--- src/rtl/mem_arbiter.sv ---
// rtl/mem_arbiter.sv - single-port SRAM arbiter serving instruction-fetch and data ports
module mem_arbiter #(
    parameter int ADDR_WIDTH    = 32,
    parameter int MEM_LATENCY   = 1,
    parameter int DATA_PRIORITY = 1
) (
    input  logic                  clk,
    input  logic                  rst_n,
    input  logic                  imem_read,
    input  logic [ADDR_WIDTH-1:0] imem_addr,
    output logic [31:0]           imem_rdata,
    output logic                  imem_done,
    input  logic                  dmem_read,
    input  logic                  dmem_write,
    input  logic [1:0]            dmem_size,
    input  logic [ADDR_WIDTH-1:0] dmem_addr,
    input  logic [31:0]           dmem_wdata,
    output logic [31:0]           dmem_rdata,
    output logic                  dmem_done,
    output logic                  mem_read,
    output logic                  mem_write,
    output logic [1:0]            mem_size,
    output logic [ADDR_WIDTH-1:0] mem_addr,
    output logic [31:0]           mem_wdata,
    input  logic [31:0]           mem_rdata
);
    localparam logic [1:0] S_IDLE  = 2'd0;
    localparam logic [1:0] S_ISSUE = 2'd1;
    localparam logic [1:0] S_WAIT  = 2'd2;
    localparam logic [1:0] S_RESP  = 2'd3;
    localparam int CW = (MEM_LATENCY > 1) ? $clog2(MEM_LATENCY) : 1;

    logic [1:0]            state_q, state_d;
    logic                  gnt_dmem_q, gnt_dmem_d;
    logic                  last_dmem_q, last_dmem_d;
    logic                  wr_q, wr_d;
    logic [ADDR_WIDTH-1:0] addr_q, addr_d;
    logic [1:0]            size_q, size_d;
    logic [31:0]           wdata_q, wdata_d;
    logic [CW-1:0]         cnt_q, cnt_d;
    logic [31:0]           irdata_q, irdata_d;
    logic [31:0]           drdata_q, drdata_d;
    logic                  dreq, any_req, pick_dmem, enter_resp, issue;

    assign dreq    = dmem_read | dmem_write;
    assign any_req = dreq | imem_read;

    always_comb begin
        if (dreq && imem_read) begin
            pick_dmem = (DATA_PRIORITY != 0) ? 1'b1 : ~last_dmem_q;
        end else begin
            pick_dmem = dreq;
        end
    end

    always_comb begin
        state_d     = state_q;
        gnt_dmem_d  = gnt_dmem_q;
        last_dmem_d = last_dmem_q;
        wr_d        = wr_q;
        addr_d      = addr_q;
        size_d      = size_q;
        wdata_d     = wdata_q;
        cnt_d       = cnt_q;
        enter_resp  = 1'b0;
        case (state_q)
            S_IDLE: begin
                if (any_req) begin
                    gnt_dmem_d  = pick_dmem;
                    last_dmem_d = pick_dmem;
                    // Fetches are normalised here so the issue cycle just replays the latch
                    if (pick_dmem) begin
                        wr_d    = dmem_write;
                        addr_d  = dmem_addr;
                        size_d  = dmem_size;
                        wdata_d = dmem_wdata;
                    end else begin
                        wr_d    = 1'b0;
                        addr_d  = imem_addr;
                        size_d  = 2'd2;
                        wdata_d = 32'd0;
                    end
                    state_d = S_ISSUE;
                end
            end
            S_ISSUE: begin
                cnt_d = CW'(MEM_LATENCY - 1);
                if (MEM_LATENCY == 1) begin
                    state_d    = S_RESP;
                    enter_resp = 1'b1;
                end else begin
                    state_d = S_WAIT;
                end
            end
            S_WAIT: begin
                cnt_d = cnt_q - CW'(1);
                if (cnt_q <= CW'(1)) begin
                    state_d    = S_RESP;
                    enter_resp = 1'b1;
                end
            end
            default: state_d = S_IDLE;
        endcase
    end

    always_comb begin
        irdata_d = irdata_q;
        drdata_d = drdata_q;
        if (enter_resp && !wr_q) begin
            if (gnt_dmem_q) drdata_d = mem_rdata;
            else            irdata_d = mem_rdata;
        end
    end

    always_ff @(posedge clk or negedge rst_n) begin
        if (!rst_n) begin
            state_q     <= S_IDLE;
            gnt_dmem_q  <= 1'b0;
            last_dmem_q <= 1'b1;
            wr_q        <= 1'b0;
            addr_q      <= '0;
            size_q      <= 2'd0;
            wdata_q     <= 32'd0;
            cnt_q       <= '0;
            irdata_q    <= 32'd0;
            drdata_q    <= 32'd0;
        end else begin
            state_q     <= state_d;
            gnt_dmem_q  <= gnt_dmem_d;
            last_dmem_q <= last_dmem_d;
            wr_q        <= wr_d;
            addr_q      <= addr_d;
            size_q      <= size_d;
            wdata_q     <= wdata_d;
            cnt_q       <= cnt_d;
            irdata_q    <= irdata_d;
            drdata_q    <= drdata_d;
        end
    end

    assign issue      = (state_q == S_ISSUE);
    assign mem_read   = issue & ~wr_q;
    assign mem_write  = issue & wr_q;
    assign mem_size   = issue ? size_q : 2'd0;
    assign mem_addr   = issue ? addr_q : '0;
    assign mem_wdata  = issue ? wdata_q : 32'd0;
    assign imem_done  = (state_q == S_RESP) & ~gnt_dmem_q;
    assign dmem_done  = (state_q == S_RESP) & gnt_dmem_q;
    assign imem_rdata = irdata_q;
    assign dmem_rdata = drdata_q;
endmodule

--- config.mk ---
export PLATFORM = sky130hd
export DESIGN_NAME = mem_arbiter
export DESIGN_NICKNAME = d
export VERILOG_FILES = /design/src/rtl/mem_arbiter.sv
export SDC_FILE = /design/constraint.sdc
export NUM_CORES = 1
export LEC_CHECK = 0
export BUFFER_PORTS_ARGS = -buffer_cell sky130_fd_sc_hd__buf_2
export CAP_MARGIN = 15
export CORE_UTILIZATION = 40
export DETAILED_ROUTE_END_ITERATION = 6
export PLACE_DENSITY = 0.75
export SYNTH_ARGS = -nofsm -noshare
export SYNTH_HDL_FRONTEND = slang
export SYNTH_SLANG_ARGS = --single-unit
export TNS_END_PERCENT = 10
--- constraint.sdc ---
create_clock -name clk -period 5.21 [get_ports clk]
set_input_delay 0.2605 -clock clk [delete_from_list [all_inputs] [get_ports clk]]
set_output_delay 0.2605 -clock clk [all_outputs]
set_load 0.03 [all_outputs]
# ---- Word-level counts from Yosys, hierarchy flattened
# Cells that the tools add are included.
dict set report classes {
  addsub 1
  multipliers 0
  div 0
  order_cmp 1
  n_eq_ne 5
  n_shift 0
  n_mux 14
  n_bitwise 8
  reduce_logical 9
}
# op count
set op_table {}
lappend op_table {{$mux 32} 4}
lappend op_table {{$mux 2} 4}
lappend op_table {{$reduce_and 2->1} 4}
lappend op_table {{$pmux 2 s3} 1}
lappend op_table {{$and 1x1->1} 4}
lappend op_table {{$eq 2x2->1 const B} 2}
lappend op_table {{$ne 2x2->1 const B} 2}
lappend op_table {{$pmux 1 s2} 2}
lappend op_table {{$mux 1} 3}
lappend op_table {{$eq 2x1->1 const B} 1}
lappend op_table {{$logic_and 1x1->1} 2}
lappend op_table {{$logic_not 2->1} 1}
lappend op_table {{$not 1->1} 2}
lappend op_table {{$or 1x1->1} 2}
lappend op_table {{$reduce_bool 2->1} 1}
lappend op_table {{$le 1x1->1 const B} 1}
lappend op_table {{$logic_not 1->1} 1}
lappend op_table {{$sub 1x1->1 const B} 1}
dict set report word_totals {
  register_bits 135
  latchBits 0
  ram_bits 0
  rom_bits 0
  in_bits 135
  output_inout_bits 134
  elab_cells 47
  memories 0
}

# ---- Longest topological paths before layout
# Gate-level depths: netlist of run 1.
dict set report logic_depth {
  ltp_word 5
  depth_mapped 6
  mapped_depth_nobuf 5
}

# ---- Worst setup path before layout of run 1
# OpenSTA, ideal clock, no wires.
dict set report synth_timing {
  kind {flip-flop to flip-flop}
  startpoint {reg state_q[0]}
  endpoint {reg irdata_q[10] (netlist: imem_rdata[10])}
  setup_time_ns 0.125
  t_arrival_ns 1.549
  required_time_ns 5.085
  setup_slack_ns 3.536
  path_stages_with_launch 6
  n_path_buf 1
  path_cell_list {dfrtp_1 -> inv_1 -> ha_1 -> nor3b_2 -> buf_2 -> mux2_2}
}
dict set report synth_via {
  elab_chain_cells 4
}
# item line_no
set synth_rtl {}
lappend synth_rtl {{from (decl)} 33} ;# logic [1:0] state_q, state_d;
lappend synth_rtl {{from (signal assigned)} 128} ;# state_q <= state_d;
lappend synth_rtl {{$eq 2x2->1 / $eq 2x1->1 (equally long branches)} 66} ;# case (state_q)
lappend synth_rtl {{$pmux 1 s2 (*)} 66}
lappend synth_rtl {{$logic_and 1x1->1 (*)} 109} ;# if (enter_resp && !wr_q) begin
lappend synth_rtl {{$reduce_and 2->1 (no line) (*)} -}
lappend synth_rtl {{to (signal assigned)} 136} ;# irdata_q <= irdata_d;
lappend synth_rtl {{to (decl)} 41} ;# logic [31:0] irdata_q, irdata_d;
# Every way passes the cells marked *; elsewhere a longest branch is shown, timed or not.
# A chain may end at the register's enable or synchronous reset.

# ---- Worst setup path in the final report of run 1
dict set report layout_timing {
  startpoint {reg state_q[1]}
  endpoint {out mem_addr[7]}
}
dict set report layout_via {
  elab_chain_cells 2
}
# item line_no
set layout_rtl {}
lappend layout_rtl {{$eq 2x1->1} 141} ;# assign issue = (state_q == S_ISSUE);
lappend layout_rtl {{$mux 32} 145} ;# assign mem_addr = issue ? addr_q : '0;
lappend layout_rtl {{to (decl)} 23} ;# output logic [ADDR_WIDTH-1:0] mem_addr,
# No other way between the ends.

==> results.yml, run 1 <==
pwr:
  p_int_mw: 3.274
  p_per_area_nw_per_um2: 731.6
  p_switching_mw: 2.408
  clkPwrFrac_pct: 19.6
  p_comb_share_pct: 48.0
  seqPwrFrac_pct: 32.4
  sw_frac_of_total_pct: 42.38
  p_leak_nw: 3.945
  irDropWorstVdd_mv: 0.4534
clocking:
  cts_sinks: 134
  clk_pin_slew_worst_paths_ps: 60
  clock_path_buffers: 2
  cts_tree: "yes"
  cts_root_buf: "clkbuf_16"
  clk_latency_ps: 410
  h-tree-depth: 4
  cts_made_buffers: 17
sta:
  tns_ps: 0
  hold_viol_final: 0
  finalCritPeriodShare_pct: 46.11
  clock_skew_ps: 5.523
  max_freq_ghz: 0.4163
  slew_headroom_pct: 32.12
  period_minus_slack_ps: 2402
  rsz0062_at_grt: "false"
  tightest_slew_ps: 1018
  fin_ws_ps: 2808
  drv_slew: 0
  hold_ws_ps: 68.81
  setup-violations-final: 0
synth:
  syn-cell-area_sq_um: 5699
  seq_area_frac_synth_pct: 58.84
  synthFlopType: "dfrtp_1"
  ys_top_cells_by_count: "134 x dfrtp_1, 68 x and2_1, 65 x mux2_2, 34 x a22o_1"
  synth_enable_flop_cells: 0
  syn-num-nets: 584
  synth_area_leaders: "dfrtp_1 59%, mux2_2 13%, and2_1 7.5%, mux2i_1 5.6%, a22o_1 5.2%"
  avgSynthCellArea_sq_um: 12.78
  synthArstFlopShare_pct: 100.0
  ys_seq_elements: 134
  syn_inst: 446
  synth_cell_type_count: 19
  ys_warn_count: 0
  synth_largest_area_cell: "dfrtp_1"
  synth_top_area_share_pct: 58.84
  yosysMostFrequentCell: "dfrtp_1"
route:
  via_per_inst: 4.937
  wl_um: 13970
  wl_per_cell_um: 15.47
  ant_nets: 0
  drc_errors: 0
  via_count: 4458
  first_pass_iters: 4
  drtIter0Drc: 167
worst_setup_path:
  start_kind: "register"
  slowest_delay_ps: 770
  r2r_cells: 5
  critPathArrivalTime_ps: 2140
  rr_startpoint: "state_q[0]"
  crit_end: "mem_addr[7]"
  crit_slowest_cell: "ha_2"
  r2r_slack_ps: 3230
  end_kind: "output pin"
  required_ps: 4950
  r2r-end: "addr_q[1]"
  path_max_fanout: 68
  crit_start: "state_q[1]"
  crit_path_cell_trace: "inv_1 -> ha_2 -> and2_1 -> buf_2"
  critical_path_class: "register to output pin"
final_layout:
  fin_area_sq_um: 7766
  area_growth_pct: 36.27
  antenna_cells: 0
  fin_nets: 848
  utilization_pct: 55.95
  drive_gt1_share_pct: 51.73
placement:
  io_buffer_count: 268
  place.gp.congestion: 0.8097
  dp_hpwl_um: 10130
  dp_slack_ps: 3164
  place_area_sq_um: 7194
min_path:
  holdCritPathClass: "primary input to register"
floorplan:
  die_y_um: 121.4
  start_util_pct: 41.06
  die_area_sq_um: 14730
  io_pins: 269
  core_sq_um: 13880
  dieWidth_um: 121.4
  std_cell_rows: 43
job:
  drv_cap: 0
run_status:
  outcome: "finished clean"
grt:
  antenna_found_initial: 1
  grt_pass1_vias: 4615
  overflow: 0
  grt_max_degree: 90
  grt_pass1_wl_um: 21940
  track_usage_pct: 19.47
cell type report:
type / instances / area, sq um
fillers: 1202 / 6115
flip-flops and latches: 134 / 3353
multi-input cells: 279 / 2212
repair buffers: 275 / 1403
clock buffers: 21 / 460.4
well taps: 180 / 225.2
clock inverters: 11 / 101.3
inverters: 3 / 11.26
what timing repair did:
item | CTS | global route
resized for setup | 0 | 0
buffers inserted | 0 | 0
hold buffers | 1 | 0
endpoints found under the hold margin | 53 | 0
worst max-delay path: cells and delay by family (launching register included):
kind	cells	cell delay (ps)
simple gates	1	250
fa+ha+maj	1	770
buf+inv	2	280
flops	1	390
worst min-delay path by stage:
stage | startpoint | end | slack (ps) | cells after the start
floorplan | rst_n | addr_q[0] | -40 | 0
global placement | rst_n | imem_rdata[19] | 230 | 1
detailed placement | rst_n | imem_rdata[19] | 240 | 1
CTS | dmem_wdata[8] | wdata_q[8] | 40 | 2
global route | dmem_wdata[7] | wdata_q[7] | 50 | 2
finish | dmem_wdata[7] | wdata_q[7] | 70 | 2
cells in the final DEF, fill, tap and decap left out, drive strengths merged:
cell type	instances
buf	274
dfrtp	134
and2	68
mux2	65
a22o	34
nand2	33
o21ai	33
mux2i	32
clkbuf	21
clkinv	5
clkinvlp	4
inv	4
nor2b	4
ha	3
o31ai	1
nor2	1
nor3b	1
nand3b	1
nor4b	1
a21o	1
a21oi	1
bufinv	1
dlygate4sd3	1
per-stage QoR:
stage | power, mW | instances
after floorplan | 3.801 | 446
after global placement | 4.512 | 870
after detailed placement | 4.604 | 870
after CTS | 5.749 | 903
after global routing | 6.021 | 903
final | 5.682 | 903
flip-flops by register name, indices dropped and copies added, names as in the netlist:
name / count
size_q: 2
dmem_rdata: 32
imem_rdata: 32
wdata_q: 32
state_q: 2
wr_q: 1
addr_q: 32
gnt_dmem_q: 1
per-layer routing:
metal | track usage [%] | part of all wire (%) | up-vias
li1 | - | - | 2074
met1 | 21.87 | 40 | 2178
met2 | 33.56 | 51 | 184
met5 | 0 | 0.064 | -
met3 | 6.861 | 8.0 | 20
met4 | 7.639 | 1.6 | 2
power groups by stage:
stage | Combinational (mW) | Sequential [mW] | Clock [mW]
floorplan | 1.50 | 2.31 | 0
global placement | 2.69 | 1.82 | 0
detailed placement | 2.75 | 1.85 | 0
CTS | 2.76 | 1.85 | 1.15
global route | 2.92 | 1.91 | 1.19
finish | 2.73 | 1.84 | 1.11
cell families after synthesis:
kind of cell	after synthesis	synth area share, %
flip-flops	134	58.84
AND/OR/NAND/NOR	109	10.78
AO/OA/AOI/OAI	70	8.716
multiplexers	97	18.46
adder cells (fa/ha/maj)	3	0.6587
buffers and inverters	33	2.547
No activity file was read; power rests on OpenSTA's default activity.
==> run 2, diff against run 1 <==
Settings changed: PLACE_DENSITY 0.75 to 0.78.
Clock period 5.21 ns to 2 ns, I/O delays scaled along.
==> results.yml, run 2 (same netlist as run 1, synthesis figures left out) <==
run_status:
  outcome: "finished clean"
route:
  wl_um: 16500
  via_per_inst: 4.872
  ant_nets: 0
  drc_errors: 0
  first_pass_iters: 7
  wl_per_cell_um: 16.37
  drtIter0Drc: 155
  via_count: 4911
sta:
  tightest_slew_ps: 519.6
  hold_ws_ps: 12.15
  setup-violations-final: 0
  hold_viol_final: 0
  fin_ws_ps: 111.3
  drv_slew: 0
  slew_headroom_pct: 64.88
  rsz0062_at_grt: "false"
  period_minus_slack_ps: 1889
  clock_skew_ps: 7.878
  tns_ps: 0
  finalCritPeriodShare_pct: 94.43
  max_freq_ghz: 0.5295
final_layout:
  final_common_cell: "buf_2"
  fin_nets: 953
  area_growth_pct: 56.60
  instances_no_fill: 1008
  antenna_cells: 0
  drive_gt1_share_pct: 46.01
  final_cell_mix: "267 x buf_2, 134 x dfrtp_1, 101 x dlygate4sd3_1"
placement:
  dp_hpwl_um: 10340
  placedCellCount: 875
  io_buffer_count: 268
  place.gp.congestion: 0.8150
  dp_slack_ps: 286.2
worst_setup_path:
  critical_path_class: "register to output pin"
  end_kind: "output pin"
  crit_buf_inv: 3
  crit_slowest_cell: "dfrtp_1"
  r2r-end: "imem_rdata[11]"
  r2r_cells: 5
  path_max_fanout: 47
  r2r_slack_ps: 240
  required_ps: 1900
  rr_startpoint: "state_q[0]"
  crit_family: "buffers and inverters"
  critPathArrivalTime_ps: 1790
  crit_path_cell_trace: "inv_1 -> ha_2 -> buf_6 -> and2_1 -> buf_2"
  slowest_delay_ps: 400
  start_kind: "register"
pwr:
  p_int_mw: 9.114
  sw_frac_of_total_pct: 41.88
  p_comb_share_pct: 48.1
  p_per_area_nw_per_um2: 1757
  clkPwrFrac_pct: 21.1
  seqPwrFrac_pct: 30.8
  irDropWorstVdd_mv: 1.255
  p_switching_mw: 6.566
  p_leak_nw: 4.451
  power.total_mw: 15.68
clocking:
  clk_latency_ps: 410
  cts_tree: "yes"
  clock_path_buffers: 2
  cts_root_buf: "clkbuf_16"
  cts_sinks: 134
  clk_pin_slew_worst_paths_ps: 60
  cts_made_buffers: 17
  h-tree-depth: 4
min_path:
  hold_path_end: "addr_q[24]"
  holdPathStages: 3
  min_from: "dmem_addr[24]"
  holdCritPathClass: "primary input to register"
grt:
  antenna_found_initial: 0
  overflow: 0
  track_usage_pct: 22.78
  grt_max_degree: 63
  grt_pass1_vias: 5191
  grt_pass1_wl_um: 25460
floorplan:
  start_util_pct: 41.06
  dieWidth_um: 121.4
  io_pins: 269
  die_y_um: 121.4
  std_cell_rows: 43
  die_area_sq_um: 14730
  core_sq_um: 13880
job:
  drv_cap: 0
## run 2: changes by cell type in the layout (fill, tap and decap cells not counted), sizes merged
cell         previous run  this run
clkinv                  5         7
clkinvlp                4         1
buf                   274       279
clkbuf                 21        17
bufinv                  1         4
inv                     4         6
dlygate4sd3             1       101
## run 2: cell type report
type / count / area (sq um)
repair buffers: 380 / 2495
well taps: 180 / 225.2
fillers: 1004 / 4956
multi-input cells: 279 / 2212
clock buffers: 17 / 425.4
clock inverters: 15 / 202.7
inverters: 3 / 11.26
flip-flops and latches: 134 / 3353
## run 2: power groups by stage
stage / Sequential [mW] / Combinational (mW) / Clock (mW)
after detailed placement: 4.81 / 7.34 / 0
after global routing: 4.99 / 8.05 / 3.50
after floorplan: 6.01 / 3.89 / 0
final: 4.83 / 7.55 / 3.30
after global placement: 4.74 / 7.16 / 0
after CTS: 4.81 / 7.56 / 3.37
## run 2: stage by stage
step	utilization, %	area (sq um)
2_1_floorplan	-	5699
4_1_cts	64.30	8925
6_report	64.30	8925
5_1_grt	64.30	8925
3_3_place_gp	52.46	7282
3_5_place_dp	52.46	7282
## run 2: routing by layer
metal / global-route usage [%] / wire, um / vias to the layer above
met5: 0 / 0 / -
met4: 10.65 / 413 / 0
met3: 7.801 / 1254 / 34
met2: 40.38 / 8518 / 218
met1: 24.07 / 6310 / 2370
li1: - / - / 2289
## run 2: timing repair
action                                  in CTS  in global routing
resized for setup                            1                  0
endpoints found under the hold margin      161                  0
setup buffers                                0                  0
endpoints found under the setup margin       2                  0
hold buffers                               101                  0
## run 2: worst max path at each step
stage / from / end / cells after the start / slack (ps)
floorplan: state_q[0] / imem_rdata[10] / 5 / 330
global placement: state_q[0] / imem_rdata[13] / 5 / 330
detailed placement: state_q[0] / imem_rdata[30] / 5 / 290
CTS: state_q[1] / mem_addr[27] / 5 / 80
global route: state_q[1] / mem_addr[27] / 5 / 7
finish: state_q[1] / mem_wdata[22] / 5 / 110
## run 2: worst min-delay path: cells and delay by family
kind	cells	cell delay, ps
AO/OA/AOI/OAI	1	150
buffers and inverters	1	80
multiplexers	1	60
==> run 3, diff against run 2 <==
Settings changed: GPL_TIMING_DRIVEN set to 0, HOLD_SLACK_MARGIN set to 0.12, PLACE_DENSITY 0.78 to 0.75.
Clock period 2 ns to 1.82 ns, I/O delays scaled along.
==> results.yml, run 3 (same netlist as run 1, synthesis figures left out) <==
final_layout:
  fin_nets: 1014
  register_area_sq_um: 3354
  area_growth_pct: 67.16
  drive_gt1_share_pct: 46.17
  multi_input_area_sq_um: 2250
  final_cell_mix: "258 x buf_2, 134 x dlygate4sd3_1, 133 x dfrtp_1"
  final_common_cell: "buf_2"
  antenna_cells: 0
  fillers: 992
min_path:
  holdCritPathClass: "primary input to async pin"
worst_setup_path:
  critical_path_class: "register to output pin"
  crit_path_cell_trace: "inv_2 -> ha_4 -> clkbuf_16 -> clkbuf_8 -> and2_1 -> buf_4"
  crit_start: "state_q[1]"
  crit_slowest_cell: "dfrtp_1"
  path_max_fanout: 10
  start_kind: "register"
  critPathArrivalTime_ps: 1710
  required_ps: 1730
  r2r_slack_ps: 40
  slowest_delay_ps: 390
  end_kind: "output pin"
  rr_startpoint: "state_q[1]"
clocking:
  clk_latency_ps: 420
  cts_tree: "yes"
  clk_pin_slew_worst_paths_ps: 60
  cts_root_buf: "clkbuf_16"
  h-tree-depth: 4
  cts_sinks: 134
  clock_path_buffers: 2
  cts_made_buffers: 17
route:
  ant_nets: 0
  via_per_inst: 4.943
  drtIter0Drc: 245
  wl_um: 18270
  via_count: 5279
  wl_per_cell_um: 17.10
  first_pass_iters: 4
  drc_errors: 0
sta:
  hold_viol_final: 0
  period_minus_slack_ps: 1797
  clock_skew_ps: 7.364
  slew_headroom_pct: 62.52
  setup-violations-final: 0
  max_freq_ghz: 0.5563
  tightest_slew_ps: 562.1
  fin_ws_ps: 22.51
  hold_ws_ps: 214.0
  rsz0062_at_grt: "true"
  drv_slew: 0
  finalCritPeriodShare_pct: 98.76
pwr:
  irDropWorstVdd_mv: 1.172
  p_per_area_nw_per_um2: 1879
  p_leak_nw: 4.696
placement:
  place.gp.congestion: 0.7675
  dp_slack_ps: -196.6
  io_buffer_count: 268
  dp_hpwl_um: 11300
job:
  drv_cap: 0
floorplan:
  dieWidth_um: 121.4
  std_cell_rows: 43
  die_y_um: 121.4
  io_pins: 269
  core_sq_um: 13880
  die_area_sq_um: 14730
  start_util_pct: 41.06
grt:
  track_usage_pct: 25.15
  grt_pass1_wl_um: 28190
  antenna_found_initial: 0
  overflow: 0
  grt_pass1_vias: 5633
  grt_max_degree: 77
run_status:
  outcome: "finished clean"
run 3: cell count changes in the layout (fill, tap and decap cells not counted), moves of 3 or more:
cell / change
buf_12: -4
dlygate4sd3_1: +33
clkbuf_8: +3
buf_2: -9
and2_1: -7
buf_6: +17
clkbuf_2: +4
clkbuf_1: +7
buf_4: +10
and2_4: +7
run 3: cell type report:
class                           instances  share of cell area, %
Buffer                                 30                  2.206
Multi-Input combinational cell        279                  23.61
Timing Repair Buffer                  411                  30.22
Clock inverter                         12                  1.615
Tap cell                              180                  2.364
Sequential cell                       134                  35.21
Clock buffer                           19                  4.649
Inverter                                3                 0.1182
run 3: repair_timing:
item / 4_1_cts / 5_1_grt
endpoints found under the hold margin: 191 / 0
pin swaps: 0 / 0
buffers inserted: 1 / 7
hold buffers: 134 / 0
setup endpoints to repair: 128 / 106
resized for setup: 54 / 19
run 3: worst max-delay path, delay by kind of cell (launching register included):
family | cells | cell delay [ps]
buffers and inverters | 4 | 580
flip-flops | 1 | 390
adder cells (fa/ha/maj) | 1 | 180
AND/OR/NAND/NOR | 1 | 150
run 3: report_power, final:
part	total, mW	switching [mW]	leakage, nW	internal [mW]
clock network	3.45	1.27	0.285	2.18
registers	5.35	0.848	1.61	4.50
logic	9.09	5.33	2.80	3.77
run 3: path summary, 6_finish.rpt:
check / depth (start not counted) / endpoint
max in group asynchronous: 3 / state_q[0]
setup reg to reg: 7 / imem_rdata[4]
min in group clk: 5 / wdata_q[22]
hold / removal: 2 / imem_rdata[17]
setup / recovery: 6 / mem_wdata[14]
hold reg to reg: 2 / addr_q[14]
run 3: routing by layer:
metal / vias up / share of wire, % / GRT usage, %
li1: 2410 / - / -
met1: 2605 / 38 / 26.92
met2: 220 / 53 / 45.74
met3: 44 / 6.7 / 6.767
met4: 0 / 2.7 / 11.42
met5: - / 0 / 0
run 3: stage by stage:
stage          TNS (ps)  area, sq um  power (mW)  util (%)  instances
6_report              0         9527       17.90     68.63       1068
2_1_floorplan         0         5699       10.88         -        446
3_3_place_gp    -138320         7266       13.10     52.34        894
3_5_place_dp     -10110         7300       13.41     52.59        895
5_1_grt          -195.2         9527       18.82     68.63       1068
4_1_cts           -1163         9422       17.60     67.87       1061
